$ cat config.mk
export PLATFORM = sky130hd
export DESIGN_NAME = frame_packer
export DESIGN_NICKNAME = d
export VERILOG_FILES = /design/src/rtl/mcs_pkg.sv /design/src/rtl/frame_out_reg.sv /design/src/rtl/frame_packer.sv
export SDC_FILE = /design/constraint.sdc
export NUM_CORES = 1
export LEC_CHECK = 0
export ABC_AREA = 1
export CAP_MARGIN = 10
export CORE_ASPECT_RATIO = 0.7
export CORE_MARGIN = 10
export CORE_UTILIZATION = 60
export DETAILED_ROUTE_END_ITERATION = 6
export PLACE_DENSITY = 0.79
export SLEW_MARGIN = 25
export SYNTH_ARGS = -nofsm -noshare
export SYNTH_HDL_FRONTEND = slang
export SYNTH_SLANG_ARGS = --single-unit
$ cat constraint.sdc
create_clock -name i_Clock -period 2.75 [get_ports i_Clock]
set_input_delay 0.55 -clock i_Clock [delete_from_list [all_inputs] [get_ports i_Clock]]
set_output_delay 0.55 -clock i_Clock [all_outputs]
set_load 0.02 [all_outputs]
$ cat src/rtl/mcs_pkg.sv
// Shared types and constants for the frame packer: FSM state encodings,
// counter widths and the saturating increment for the drop counter.
package mcs_pkg;

  localparam int MAX_BYTES_PER_FRAME = 8;
  localparam int TIMER_W             = 8;
  localparam int DROP_CNT_W          = 8;

  typedef enum logic {
    IDLE    = 1'b0,
    COLLECT = 1'b1
  } asm_state_t;

  typedef enum logic {
    EMPTY = 1'b0,
    HOLD  = 1'b1
  } out_state_t;

  function automatic logic [DROP_CNT_W-1:0] sat_inc(input logic [DROP_CNT_W-1:0] v);
    return (v == {DROP_CNT_W{1'b1}}) ? v : v + 1'b1;
  endfunction

endpackage

$ cat src/rtl/frame_out_reg.sv
// Single-entry output frame register (EMPTY/HOLD) with drop accounting for
// frames that arrive while a held frame has not been accepted.
module frame_out_reg
  import mcs_pkg::*;
#(
  parameter int BYTES_PER_FRAME = 4
) (
  input  logic                         i_Clock,
  input  logic                         resetn,
  input  logic                         i_Push,
  input  logic [8*BYTES_PER_FRAME-1:0] i_Push_Data,
  input  logic [3:0]                   i_Push_Len,
  input  logic [7:0]                   i_Push_Cksum,
  input  logic                         i_Frame_Ready,
  output logic [8*BYTES_PER_FRAME-1:0] o_Frame_Data,
  output logic [3:0]                   o_Frame_Len,
  output logic [7:0]                   o_Checksum,
  output logic                         o_Frame_Valid,
  output logic                         o_Overflow,
  output logic [DROP_CNT_W-1:0]        o_Drop_Count,
  output logic                         o_State
);

  out_state_t                   r_state;
  logic [8*BYTES_PER_FRAME-1:0] r_data;
  logic [3:0]                   r_len;
  logic [7:0]                   r_cksum;
  logic                         r_overflow;
  logic [DROP_CNT_W-1:0]        r_drop_cnt;
  logic                         w_handshake;

  // Transfer occurs on a rising edge where o_Frame_Valid and i_Frame_Ready are
  // both high; valid never drops and data never changes until that edge.
  assign w_handshake = (r_state == HOLD) && i_Frame_Ready;

  always_ff @(posedge i_Clock or negedge resetn) begin
    if (!resetn) begin
      r_state    <= EMPTY;
      r_data     <= '0;
      r_len      <= '0;
      r_cksum    <= '0;
      r_overflow <= 1'b0;
      r_drop_cnt <= '0;
    end else begin
      case (r_state)
        EMPTY: begin
          if (i_Push) begin
            r_data  <= i_Push_Data;
            r_len   <= i_Push_Len;
            r_cksum <= i_Push_Cksum;
            r_state <= HOLD;
          end
        end
        HOLD: begin
          if (i_Push && w_handshake) begin
            r_data  <= i_Push_Data;
            r_len   <= i_Push_Len;
            r_cksum <= i_Push_Cksum;
          end else if (i_Push) begin
            // Held frame wins; the incoming frame is lost.
            r_overflow <= 1'b1;
            r_drop_cnt <= sat_inc(r_drop_cnt);
          end else if (w_handshake) begin
            r_state <= EMPTY;
          end
        end
        default: r_state <= EMPTY;
      endcase
    end
  end

  assign o_Frame_Data  = r_data;
  assign o_Frame_Len   = r_len;
  assign o_Checksum    = r_cksum;
  assign o_Frame_Valid = (r_state == HOLD);
  assign o_Overflow    = r_overflow;
  assign o_Drop_Count  = r_drop_cnt;
  assign o_State       = r_state;

endmodule

$ cat src/rtl/frame_packer.sv
// Packs an unthrottled byte stream into frames of BYTES_PER_FRAME bytes,
// flushing partial frames after an idle timeout, with a registered output stage.
module frame_packer
  import mcs_pkg::*;
#(
  parameter int BYTES_PER_FRAME = 4,
  parameter int TIMEOUT_CYCLES  = 16
) (
  input  logic                         i_Clock,
  input  logic                         resetn,
  input  logic [7:0]                   i_Data,
  input  logic                         i_Data_Valid,
  output logic [8*BYTES_PER_FRAME-1:0] o_Frame_Data,
  output logic [3:0]                   o_Frame_Len,
  output logic [7:0]                   o_Checksum,
  output logic                         o_Frame_Valid,
  input  logic                         i_Frame_Ready,
  output logic                         o_Overflow,
  output logic [7:0]                   o_Drop_Count,
  output logic                         o_Asm_State,
  output logic                         o_Out_State
);

  localparam int CNT_W = $clog2(BYTES_PER_FRAME + 1);
  localparam int FW    = 8 * BYTES_PER_FRAME;

  asm_state_t          r_asm_state;
  logic [CNT_W-1:0]    r_byte_count;
  logic [TIMER_W-1:0]  r_timer;
  logic [FW-1:0]       r_data;
  logic [7:0]          r_xor;
  logic                r_push;
  logic [FW-1:0]       r_push_data;
  logic [3:0]          r_push_len;
  logic [7:0]          r_push_cksum;

  logic [FW-1:0]       w_merged;
  logic                w_last;
  logic                w_timeout;

  always_comb begin
    w_merged = r_data;
    for (int i = 0; i < BYTES_PER_FRAME; i++) begin
      if (r_byte_count == CNT_W'(i)) w_merged[8*i +: 8] = i_Data;
    end
  end

  assign w_last    = (r_byte_count == CNT_W'(BYTES_PER_FRAME - 1));
  assign w_timeout = (r_asm_state == COLLECT) && !i_Data_Valid &&
                     (r_timer == TIMER_W'(TIMEOUT_CYCLES - 1));

  // Completed or flushed frames go through r_push so that nothing from i_Data
  // reaches the outputs without two register stages.
  always_ff @(posedge i_Clock or negedge resetn) begin
    if (!resetn) begin
      r_asm_state  <= IDLE;
      r_byte_count <= '0;
      r_timer      <= '0;
      r_data       <= '0;
      r_xor        <= '0;
      r_push       <= 1'b0;
      r_push_data  <= '0;
      r_push_len   <= '0;
      r_push_cksum <= '0;
    end else begin
      r_push <= 1'b0;
      case (r_asm_state)
        IDLE: begin
          r_timer <= '0;
          if (i_Data_Valid) begin
            r_data       <= w_merged;
            r_byte_count <= CNT_W'(1);
            r_xor        <= i_Data;
            r_asm_state  <= COLLECT;
          end
        end
        COLLECT: begin
          if (i_Data_Valid) begin
            r_timer <= '0;
            if (w_last) begin
              r_push       <= 1'b1;
              r_push_data  <= w_merged;
              r_push_len   <= 4'(BYTES_PER_FRAME);
              r_push_cksum <= r_xor ^ i_Data;
              r_data       <= '0;
              r_byte_count <= '0;
              r_xor        <= '0;
              r_asm_state  <= IDLE;
            end else begin
              r_data       <= w_merged;
              r_byte_count <= r_byte_count + 1'b1;
              r_xor        <= r_xor ^ i_Data;
            end
          end else if (w_timeout) begin
            // Unused lanes of r_data are still zero from the last clear.
            r_push       <= 1'b1;
            r_push_data  <= r_data;
            r_push_len   <= 4'(r_byte_count);
            r_push_cksum <= r_xor;
            r_data       <= '0;
            r_byte_count <= '0;
            r_xor        <= '0;
            r_timer      <= '0;
            r_asm_state  <= IDLE;
          end else begin
            r_timer <= r_timer + 1'b1;
          end
        end
        default: r_asm_state <= IDLE;
      endcase
    end
  end

  frame_out_reg #(
    .BYTES_PER_FRAME(BYTES_PER_FRAME)
  ) u_out (
    .i_Clock      (i_Clock),
    .resetn       (resetn),
    .i_Push       (r_push),
    .i_Push_Data  (r_push_data),
    .i_Push_Len   (r_push_len),
    .i_Push_Cksum (r_push_cksum),
    .i_Frame_Ready(i_Frame_Ready),
    .o_Frame_Data (o_Frame_Data),
    .o_Frame_Len  (o_Frame_Len),
    .o_Checksum   (o_Checksum),
    .o_Frame_Valid(o_Frame_Valid),
    .o_Overflow   (o_Overflow),
    .o_Drop_Count (o_Drop_Count),
    .o_State      (o_Out_State)
  );

  assign o_Asm_State = r_asm_state;

endmodule
# --- Yosys cells after proc, flatten, opt, wreduce, memory -nomap -nowiden ---
# Cells that the tools add are included.
word_totals:
  ff_bits: 151
  in_bits: 12
  out_inout_bits: 56
  wordCells: 99
classes:
  n_addsub: 3
  eq_ne: 10
  mux: 54
  bitwise: 5
  reduce_logical: 12
op_table:
  columns: ["op", "count"]
  rows:
  - ["32-bit two-way mux", 9]
  - ["32-bit one-hot mux with 2 select lines", 2]
  - ["8-bit two-way mux", 15]
  - ["8-bit one-hot mux with 2 select lines", 3]
  - ["4-bit two-way mux", 5]
  - ["8-bit by 1-bit adder with 8-bit output, second input constant", 2]
  - ["1-bit two-way mux", 12]
  - ["3-bit two-way mux", 4]
  - ["8-bit by 4-bit == test with 1-bit output, second input constant", 1]
  - ["8-bit == test, second input constant", 1]
  - ["4-bit one-hot mux with 2 select lines", 1]
  - ["8-bit bitwise XOR", 1]
  - ["3-bit by 2-bit == test with 1-bit output, second input constant", 2]
  - ["2-bit != test, second input constant", 3]
  - ["3-bit one-hot mux with 2 select lines", 1]
  - ["3-bit AND reduction", 2]
  - ["1-bit logical AND", 4]
  - ["1-bit inverter", 4]
  - ["1-bit one-hot mux with 2 select lines", 2]
  - ["2-bit AND reduction", 2]
  - ["4-bit AND reduction", 1]
  - ["3-bit by 1-bit adder with 3-bit output, second input constant", 1]
  - ["3-bit by 1-bit == test with 1-bit output, second input constant", 1]
  - ["3-bit zero test", 1]
  - ["other kinds (4)", 4]

# --- Depth between registers and ports, before layout ---
# Gate-level depths: netlist of the first run.
depth:
  word_depth: 6
  depth_mapped: 9
  mapped_depth_nobuf: 9

# --- Modules after synthesis ---
# Synthesis of the first run repeated with hierarchy kept, for this count alone.
unflattened:
  hier_cells: 1069
  area_unflattened_um2: 7805.0
by_module_without_submodules:
  columns: ["module", "instances", "cells_per_inst", "area_each_um2", "seq_area_each_um2"]
  rows:
  - ["frame_packer", 1, 807, 5465.2, 2402.3]
  - ["frame_out_reg", 1, 262, 2339.7, 1351.3]

# --- Worst setup path before layout of the first run ---
# OpenSTA, ideal clock, no wires.
synth_timing:
  kind: "in2reg"
  from: "input i_Frame_Ready"
  to: "register u_out.r_cksum[0] (netlist: u_out.o_Checksum[0])"
  arrival_ps: 1378
  required_time_ps: 2625
  slack_ps: 1247
  stages: 5
  path_buffers: 1
  path_cell_list: "inv_1 > nand2_1 > nand2_1 > buf_2 > mux2_2"
synth_via:
  elab_chain_len: 4
synth_lines:
  columns: ["element", "line_no", "text"]
  rows:
  - ["start: declaration", "frame_packer.sv:17", "input logic i_Frame_Ready,"]
  - ["1-bit logical AND", "frame_out_reg.sv:34", "assign w_handshake = (r_state == HOLD) && i_Frame_Ready;"]
  - ["1-bit logical AND", "frame_out_reg.sv:55", "if (i_Push && w_handshake) begin"]
  - ["2-bit != test (no line)", null, null]
  - ["2-bit AND reduction (no line)", null, null]
  - ["end signal: assignment", "frame_out_reg.sv:50", "r_cksum <= i_Push_Cksum;"]
  - ["end signal: assignment", "frame_out_reg.sv:58", "r_cksum <= i_Push_Cksum;"]
  - ["end: declaration", "frame_out_reg.sv:27", "logic [7:0] r_cksum;"]
# Every way passes these cells.
# A chain may end at the register's enable or synchronous reset.

# --- Worst setup path in the final report of the first run ---
layout_timing:
  from: "register r_asm_state (netlist: o_Asm_State)"
  to: "output o_Asm_State"
layout_rtl:
  columns: ["element", "line_no", "text"]
  rows:
  - ["start: declaration", "frame_packer.sv:27", "asm_state_t r_asm_state;"]
  - ["start signal: assignment", "frame_packer.sv:56", "r_asm_state <= IDLE;"]
  - ["start signal: assignment", "frame_packer.sv:74", "r_asm_state <= COLLECT;"]
  - ["start signal: assignment", "frame_packer.sv:88", "r_asm_state <= IDLE;"]
  - ["end: declaration", "frame_packer.sv:20", "output logic o_Asm_State,"]
# No word-level cell between the ends.

==> reports/results.ini, run 1 <==
[status]
status = finished, final reports clean

[timing]
fmax_ghz = 0.469
tightest_slew_ps = 706
drv_slew = 0
setup_viol = 0
rsz0062_at_grt = false
slew_headroom_pct = 52.9
fin_tns_setup_ps = 0
finClkSkew_ps = 10.1
finalHoldViolCount = 0
fin_hold_ws_ps = 123
timing.final.crit_share_pct = 77.6
min_period_ps = 2130

[yosys]
yosys-top-cells-area = dfrtp_1 (49%), nand2_1 (19%), nand3_1 (9.5%)
synthFlopType = dfrtp_1
yosys_warnings = 0
yosysTopAreaCellShare_pct = 49.1
yosys_register_bits = 149
synthArstFlopShare_pct = 100
synthesis.nets = 976
synth_commonest_cells = nand2_1 (394), dfrtp_1 (149), nand3_1 (144)
synth.distinct_cells = 30
synth_top_area_cell = dfrtp_1
synth_seq_area_share_pct = 49.1
syn_avg_cell_area_um2 = 7.93
synth_most_common_cell = nand2_1
postSynthCellCount = 958
synth_edf_count = 0
synthesis.area_um2 = 7600

[pwr]
irDropWorstVdd_mv = 0.640
p_leak_nw = 4.69
cellPowerDensity_nw_per_um2 = 972

[detailed_routing]
drc = 0
firstDrtPassIters = 5
vias = 6407
routed_via_density = 5.43
antenna_left = 0
finalWirelength_um = 17700
wl_per_cell_um = 15.0
drtIter0Drc = 689

[final_layout]
layout.nets = 1024
num-fill-cells = 999
antenna_cells = 0
fin_cells = 1181
drive_above_1_share_pct = 10.7
area_growth_pct = 16.9

[global_route]
gr-total-overflow = 0
grt_pass1_wl_um = 29900
grt_use_total_pct = 20.5
antenna_found_initial = 0
grt_max_degree = 72
grt_pass1_vias = 5839

[worst_setup_path]
cp-end-kind = output port
critPathSlowestCell = clkdlybuf4s50_1
cp-start-kind = register
required_ps = 2200
crit_type = register to output port
cp_cell_sequence = clkdlybuf4s50_1
slowest_delay_ps = 670
crit_buf_inv = 1
cp_max_fo = 5
worst_path_dominant_cell_family = buffers and inverters
worstPathArrival_ps = 1580

[place]
dp_hpwl_um = 11800
dp.cells = 1149
place_congestion = 0.886
port_buffers = 66

[clocking]
numClockSinks = 149
cts_resized = 0
htree_num_levels = 4
cts-root-buf = clkbuf_16
numCtsBuffers = 17
clk_latency_ps = 430
cts_hold_buf = 0
cts_tree = yes
clockBufferDepth = 2
clk_pin_slew_worst_paths_ps = 70
postCtsSetupBuffers = 0

[floorplan]
ios = 68
die_y_um = 114
dieWidth_um = 155
rows = 34
core_area_um2 = 12400
dieArea_um2 = 17600
initial_core_util_pct = 61.2

[hold_path]
hold_class = input port to asynchronous set/reset pin

[flow_run]
drv_cap = 0

## layout make-up
class	count	area (um2)	share of cell area, %
clock buffers	17	425	4.79
well taps	162	203	2.28
clock inverters	15	141	1.59
multi-input cells	694	3340	37.6
inverters	60	225	2.54
flip-flops and latches	149	3730	42.0
repair buffers	84	822	9.25
## power by group
group	total, mW	switching [mW]	internal [mW]
registers	3.43	0.488	2.94
logic	2.99	1.68	1.31
clock network	2.22	1.02	1.19
total	8.64	3.19	5.45
## sequential cells by signal (all words and copies together) (netlist names)
signal	flops
o_Asm_State	1
r_byte_count	3
r_data	32
r_push	1
r_push_cksum	8
r_push_data	32
r_push_len	3
r_timer	8
r_xor	8
u_out.o_Checksum	8
u_out.o_Drop_Count	8
u_out.o_Frame_Data	32
u_out.o_Frame_Len	3
u_out.o_Frame_Valid	1
u_out.o_Overflow	1
## stage by stage
stage | power [mW] | instance area (um2) | utilization [%] | worst slack, ps
4_1_cts | 8.69 | 8880 | 71.5 | 596
6_report | 8.64 | 8880 | 71.5 | 617
2_1_floorplan | 5.34 | 7600 | - | 1250
3_5_place_dp | 6.45 | 8320 | 67.0 | 455
3_3_place_gp | 6.38 | 8320 | 67.0 | 468
5_1_grt | 9.23 | 8880 | 71.5 | 384
## cells in the final DEF, fill, tap and decap left out, drive strengths merged
cell and n:
nand2 399, dfrtp 149, nand3 145, inv 67, clkdlybuf4s50 65, nor2 46, mux2 43, o21ai 26
buf 19, clkbuf 17, nand4 13, ha 6, clkinv 5, xnor2 4, xor2 3, clkinvlp 3
or2 2, a21oi 2, o21bai 1, a31oi 1, nand3b 1, o211ai 1, conb 1
## logic make-up (layout without fill, tap and decap cells)
logic type	count (synthesis)	after routing	synth area share (%)
other	1	1	0.0493
AOI/OAI and AO/OA	31	31	2.42
muxes	43	43	6.37
DFF	149	149	49.1
xor gates and xnor gates	7	7	0.807
buffers and inverters	115	176	7.05
adders and majority gates	6	6	0.988
and+or+nand+nor	606	606	33.3
## final timing paths
check | start | endpoint | slack (ps) | depth (start not counted)
worst max-delay path | o_Asm_State | o_Asm_State | 620 | 1
worst min-delay path | resetn | u_out.o_Frame_Data[30] | 120 | 1
worst max register to register | r_timer[0] | o_Asm_State | 620 | 6
worst min register to register | r_push_cksum[4] | r_push_cksum[4] | 470 | 2
max in group asynchronous | resetn | r_push | 1900 | 2
min in group i_Clock | r_push_cksum[4] | r_push_cksum[4] | 470 | 2
## metal layers
metal | global-route usage, % | up-vias | wire, um
li1 | - | 3158 | -
met1 | 30.5 | 2969 | 8440
met2 | 27.9 | 260 | 7320
met3 | 5.82 | 20 | 1710
met4 | 6.28 | 0 | 214
met5 | 0 | - | 0
Note: power is estimated with default switching activity, not from simulation.
==> run 2: changes to the inputs <==
--- a/config.mk
+++ b/config.mk
@@ -9,9 +9,9 @@
 export CAP_MARGIN = 10
 export CORE_ASPECT_RATIO = 0.7
 export CORE_MARGIN = 10
-export CORE_UTILIZATION = 60
+export CORE_UTILIZATION = 58
 export DETAILED_ROUTE_END_ITERATION = 6
-export PLACE_DENSITY = 0.79
+export PLACE_DENSITY = 0.76
 export SLEW_MARGIN = 25
 export SYNTH_ARGS = -nofsm -noshare
 export SYNTH_HDL_FRONTEND = slang
==> constraint.sdc (replaced) <==
create_clock -name i_Clock -period 2 [get_ports i_Clock]
set_input_delay 0.4 -clock i_Clock [delete_from_list [all_inputs] [get_ports i_Clock]]
set_output_delay 0.4 -clock i_Clock [all_outputs]
set_load 0.02 [all_outputs]
==> run 2 against run 1 <==
Core utilization rose by 1.6 points; critical path depth did not move; non-clock buffer count rose by 28; sequential share of layout area fell by 1.6 points; design area rose by 4.0%; wire length rose by 7.1%; clock skew rose by 0.98 ps; die area rose by 2.9%; critical endpoint is now o_Drop_Count[4]; via count rose by 3.1%.
==> reports/results.ini, run 2 (same netlist as run 1, synthesis figures left out) <==
[detailed_routing]
firstDrtPassIters = 5
antenna_left = 0
vias = 6607
finalWirelength_um = 18900
drc = 0
routed_via_density = 5.46
wl_per_cell_um = 15.7
drtIter0Drc = 580

[timing]
rsz0062_at_grt = false
fin_hold_ws_ps = 458
timing.final.crit_share_pct = 97.0
finClkSkew_ps = 11.1
setup_viol = 0
finalHoldViolCount = 0
fin_tns_setup_ps = 0
fmax_ghz = 0.515
drv_slew = 0
min_period_ps = 1940

[pwr]
pwr-share-comb_pct = 34.9
cellPowerDensity_nw_per_um2 = 1340
irDropWorstVdd_mv = 0.727
switchingPower_mw = 4.49
p_int_mw = 7.92
fin_total_pwr_mw = 12.4
p_leak_nw = 4.88
seq_power_share_pct = 38.1
power_frac_clock_pct = 27.0
swShare_pct = 36.2

[floorplan]
die_y_um = 116
initial_core_util_pct = 60.2
ios = 68
rows = 34
core_area_um2 = 12600
dieWidth_um = 157
dieArea_um2 = 18200

[status]
status = finished, final reports clean

[place]
place_area_um2 = 8610
place_congestion = 0.872
dp_hpwl_um = 12700
port_buffers = 66
dp.cells = 1176

[worst_setup_path]
rr_endpoint = r_data[28]
critPathSlowestCell = clkdlybuf4s50_1
crit_buf_inv = 1
cp_max_fo = 7
worstPathArrival_ps = 1540
crit_type = register to output port
worst_path_dominant_cell_family = buffers and inverters
cp-end-kind = output port
slowest_delay_ps = 650
rrSetupSlack_ps = 250
crit_cells = 1
cp_cell_sequence = clkdlybuf4s50_1
required_ps = 1600
r2r_cells = 8
r2r-start = r_timer[0]
cp-start-kind = register

[final_layout]
regArea_um2 = 3730
drive_above_1_share_pct = 13.0
area_growth_pct = 21.6
layout.nets = 1052
multiInputGateArea_um2 = 3340
num-fill-cells = 985
final_common_cell = nand2_1
fin_cells = 1209
stdcell_area_um2 = 9240
final_cell_mix = nand2_1 (393), dfrtp_1 (149), nand3_1 (144)
antenna_cells = 0

[clocking]
cts-root-buf = clkbuf_16
clk_latency_ps = 420
numClockSinks = 149
cts_resized = 0
numCtsBuffers = 17
cts_hold_buf = 1
htree_num_levels = 4
clk_pin_slew_worst_paths_ps = 70
postCtsSetupBuffers = 0
clockBufferDepth = 2
cts_tree = yes

[global_route]
grt_max_degree = 50
antenna_found_initial = 0
grt_pass1_wl_um = 31200
grt_pass1_vias = 6149
gr-total-overflow = 0
grt_use_total_pct = 21.4

[hold_path]
hold_class = input port to asynchronous set/reset pin

[flow_run]
drv_cap = 0

## run 2: changes by cell type in the layout (fill, tap and decap cells not counted), moves of 2 or more
| cell | previous run | this run |
|---|---|---|
| buf_12 | 2 | 9 |
| buf_4 | 16 | 36 |
| bufinv_16 | 0 | 2 |
| clkinv_4 | 3 | 1 |
| inv_8 | 4 | 6 |
## run 2: worst max path at each step
stage / start / end / slack [ps]
6_report: u_out.o_Drop_Count[4] / o_Drop_Count[4] / 60
5_1_grt: u_out.o_Drop_Count[3] / o_Drop_Count[3] / 20
4_1_cts: u_out.o_Drop_Count[3] / o_Drop_Count[3] / 50
3_5_place_dp: i_Data_Valid / r_xor[5] / -10
3_3_place_gp: i_Data_Valid / r_xor[0] / 40
2_1_floorplan: o_Asm_State / r_data[24] / 520
## run 2: power groups by stage
| stage | Clock (mW) | Combinational (mW) | Sequential (mW) |
|---|---|---|---|
| after global routing | 3.51 | 4.80 | 4.85 |
| after CTS | 3.40 | 4.36 | 4.72 |
| after global placement | 0 | 4.21 | 4.71 |
| final | 3.35 | 4.33 | 4.72 |
| after detailed placement | 0 | 4.32 | 4.75 |
| after floorplan | 0 | 2.25 | 5.10 |
## run 2: area by class of cell
| cell class | count | area share, % |
|---|---|---|
| timing repair buffer | 112 | 12.1 |
| multi-input combinational | 694 | 36.1 |
| tap | 162 | 2.19 |
| clock buffer | 18 | 4.75 |
| sequential | 149 | 40.3 |
| clock inverter | 14 | 2.00 |
| inverter | 60 | 2.44 |
## run 2: layer usage
metal | part of all wire (%) | routed length, um | GRT usage [%] | up-vias
met5 | 0 | 0 | 0 | -
met4 | 1.5 | 284 | 7.40 | 0
met3 | 8.3 | 1570 | 4.33 | 38
met2 | 43 | 8130 | 31.1 | 274
met1 | 47 | 8960 | 31.1 | 3089
li1 | - | - | - | 3206
## run 2: stage by stage
step	worst slack [ps]	util [%]
floorplan	522	-
global placement	37.1	68.1
detailed placement	-13.2	68.1
CTS	48.1	73.1
global route	17.3	73.1
finish	60.0	73.1
==> run 3: changes to the inputs <==
--- a/config.mk
+++ b/config.mk
@@ -10,8 +10,11 @@
 export CORE_ASPECT_RATIO = 0.7
 export CORE_MARGIN = 10
 export CORE_UTILIZATION = 58
+export CTS_CLUSTER_DIAMETER = 80
 export DETAILED_ROUTE_END_ITERATION = 6
 export PLACE_DENSITY = 0.76
+export REMOVE_ABC_BUFFERS = 1
+export SKIP_CTS_REPAIR_TIMING = 1
 export SLEW_MARGIN = 25
 export SYNTH_ARGS = -nofsm -noshare
 export SYNTH_HDL_FRONTEND = slang
==> run 3 against run 2 <==
Power down 0.74%; fmax down 0.19%; global-route usage decreased by 1.0 points; worst hold slack worse by 51 ps; wire length decreased by 3.9%; sequential share of layout area up 0.21 points; die area is the same; setup slack lost 3.8 ps; largest power group unchanged.
==> reports/results.ini, run 3 (same netlist as run 1, synthesis figures left out) <==
[status]
status = finished, final reports clean

[detailed_routing]
finalWirelength_um = 18200
routed_via_density = 5.41
vias = 6508
antenna_left = 0
drc = 0
firstDrtPassIters = 5
wl_per_cell_um = 15.1
drtIter0Drc = 797

[final_layout]
fin_cells = 1202
area_growth_pct = 21.0
layout.nets = 1046
final_common_cell = nand2_1
drive_above_1_share_pct = 12.3
stdcell_area_um2 = 9190
antenna_cells = 0
final_cell_mix = nand2_1 (393), dfrtp_1 (149), nand3_1 (144)

[pwr]
irDropWorstVdd_mv = 0.813
p_leak_nw = 4.88
cellPowerDensity_nw_per_um2 = 1340
fin_total_pwr_mw = 12.3

[worst_setup_path]
cp_max_fo = 7
required_ps = 1600
crit_buf_inv = 1
cp-start-kind = register
critPathSlowestCell = clkdlybuf4s50_1
rr_endpoint = r_data[29]
cp-end-kind = output port
rrSetupSlack_ps = 180
worst_path_dominant_cell_family = buffers and inverters
cp_cell_sequence = clkdlybuf4s50_1
crit_cells = 1
r2r-start = r_byte_count[0]
crit_type = register to output port
slowest_delay_ps = 660
worstPathArrival_ps = 1540
r2r_cells = 10

[place]
place_area_um2 = 8570
dp.cells = 1170
place_congestion = 0.834
dp_hpwl_um = 11700
pre_cts_ws_ps = 94.8
port_buffers = 66

[timing]
timing.final.crit_share_pct = 97.2
min_period_ps = 1940
fin_hold_ws_ps = 407
timing.final.ws_setup_ps = 56.2
rsz0062_at_grt = false
finClkSkew_ps = 7.94
finalHoldViolCount = 0
drv_slew = 0
fmax_ghz = 0.514
setup_viol = 0

[global_route]
grt_max_degree = 50
gr-total-overflow = 0
antenna_found_initial = 0
grt_use_total_pct = 20.4
grt_pass1_vias = 5910
grt_pass1_wl_um = 30000

[clocking]
clockBufferDepth = 2
clk_latency_ps = 430
cts_tree = yes
cts-root-buf = clkbuf_16
clk_pin_slew_worst_paths_ps = 60
htree_num_levels = 4
numCtsBuffers = 17
numClockSinks = 149

[floorplan]
initial_core_util_pct = 60.2
die_y_um = 116
ios = 68
rows = 34
core_area_um2 = 12600
dieArea_um2 = 18200
dieWidth_um = 157

[hold_path]
hold_class = input port to asynchronous set/reset pin

[flow_run]
drv_cap = 0

## run 3: changes by cell type in the layout (fill, tap and decap cells not counted), sizes merged
| cell | change |
|---|---|
| clkinv | +2 |
| clkdlybuf4s50 | -2 |
| bufinv | +1 |
| dlymetal6s2s | +2 |
| clkbuf | +2 |
| buf | -6 |
| clkinvlp | -1 |
| inv | -5 |
## run 3: cell type report
cell class / instances / area, um2
Sequential cell: 149 / 3730
Clock inverter: 11 / 148
Multi-Input combinational cell: 694 / 3340
Inverter: 60 / 225
Fill cell: 963 / 3440
Tap cell: 162 / 203
Clock buffer: 20 / 457
Timing Repair Buffer: 106 / 1090
## run 3: power by group
| group | total (mW) | switching (mW) | leakage (nW) | internal [mW] |
|---|---|---|---|---|
| sequential | 4.70 | 0.655 | 1.96 | 4.04 |
| combinational | 4.30 | 2.37 | 2.62 | 1.93 |
| clock | 3.32 | 1.29 | 0.297 | 2.03 |
| total | 12.3 | 4.31 | 4.88 | 8.00 |
## run 3: stage by stage
stage / TNS [ps] / utilization, %
after floorplan: -39950 / -
after global placement: 0 / 67.9
after detailed placement: 0 / 67.9
after CTS: 0 / 72.6
after global routing: 0 / 72.8
final: 0 / 72.8
## run 3: worst max-delay path by stage
stage                               start              end
floorplan                 r_byte_count[2]   r_push_data[0]
global placement             i_Data_Valid         r_xor[1]
detailed placement           i_Data_Valid         r_xor[4]
CTS                           o_Asm_State      o_Asm_State
global route        u_out.o_Drop_Count[4]  o_Drop_Count[4]
finish              u_out.o_Drop_Count[4]  o_Drop_Count[4]
## run 3: per-layer routing
layer,vias up,part of all wire (%),GRT usage (%),wire (um)
met1,3055,47,29.0,8560
li1,3197,-,-,-
met2,231,44,30.5,8090
met4,0,1.3,5.83,239
met5,-,0,0,0
met3,25,7.2,4.70,1300
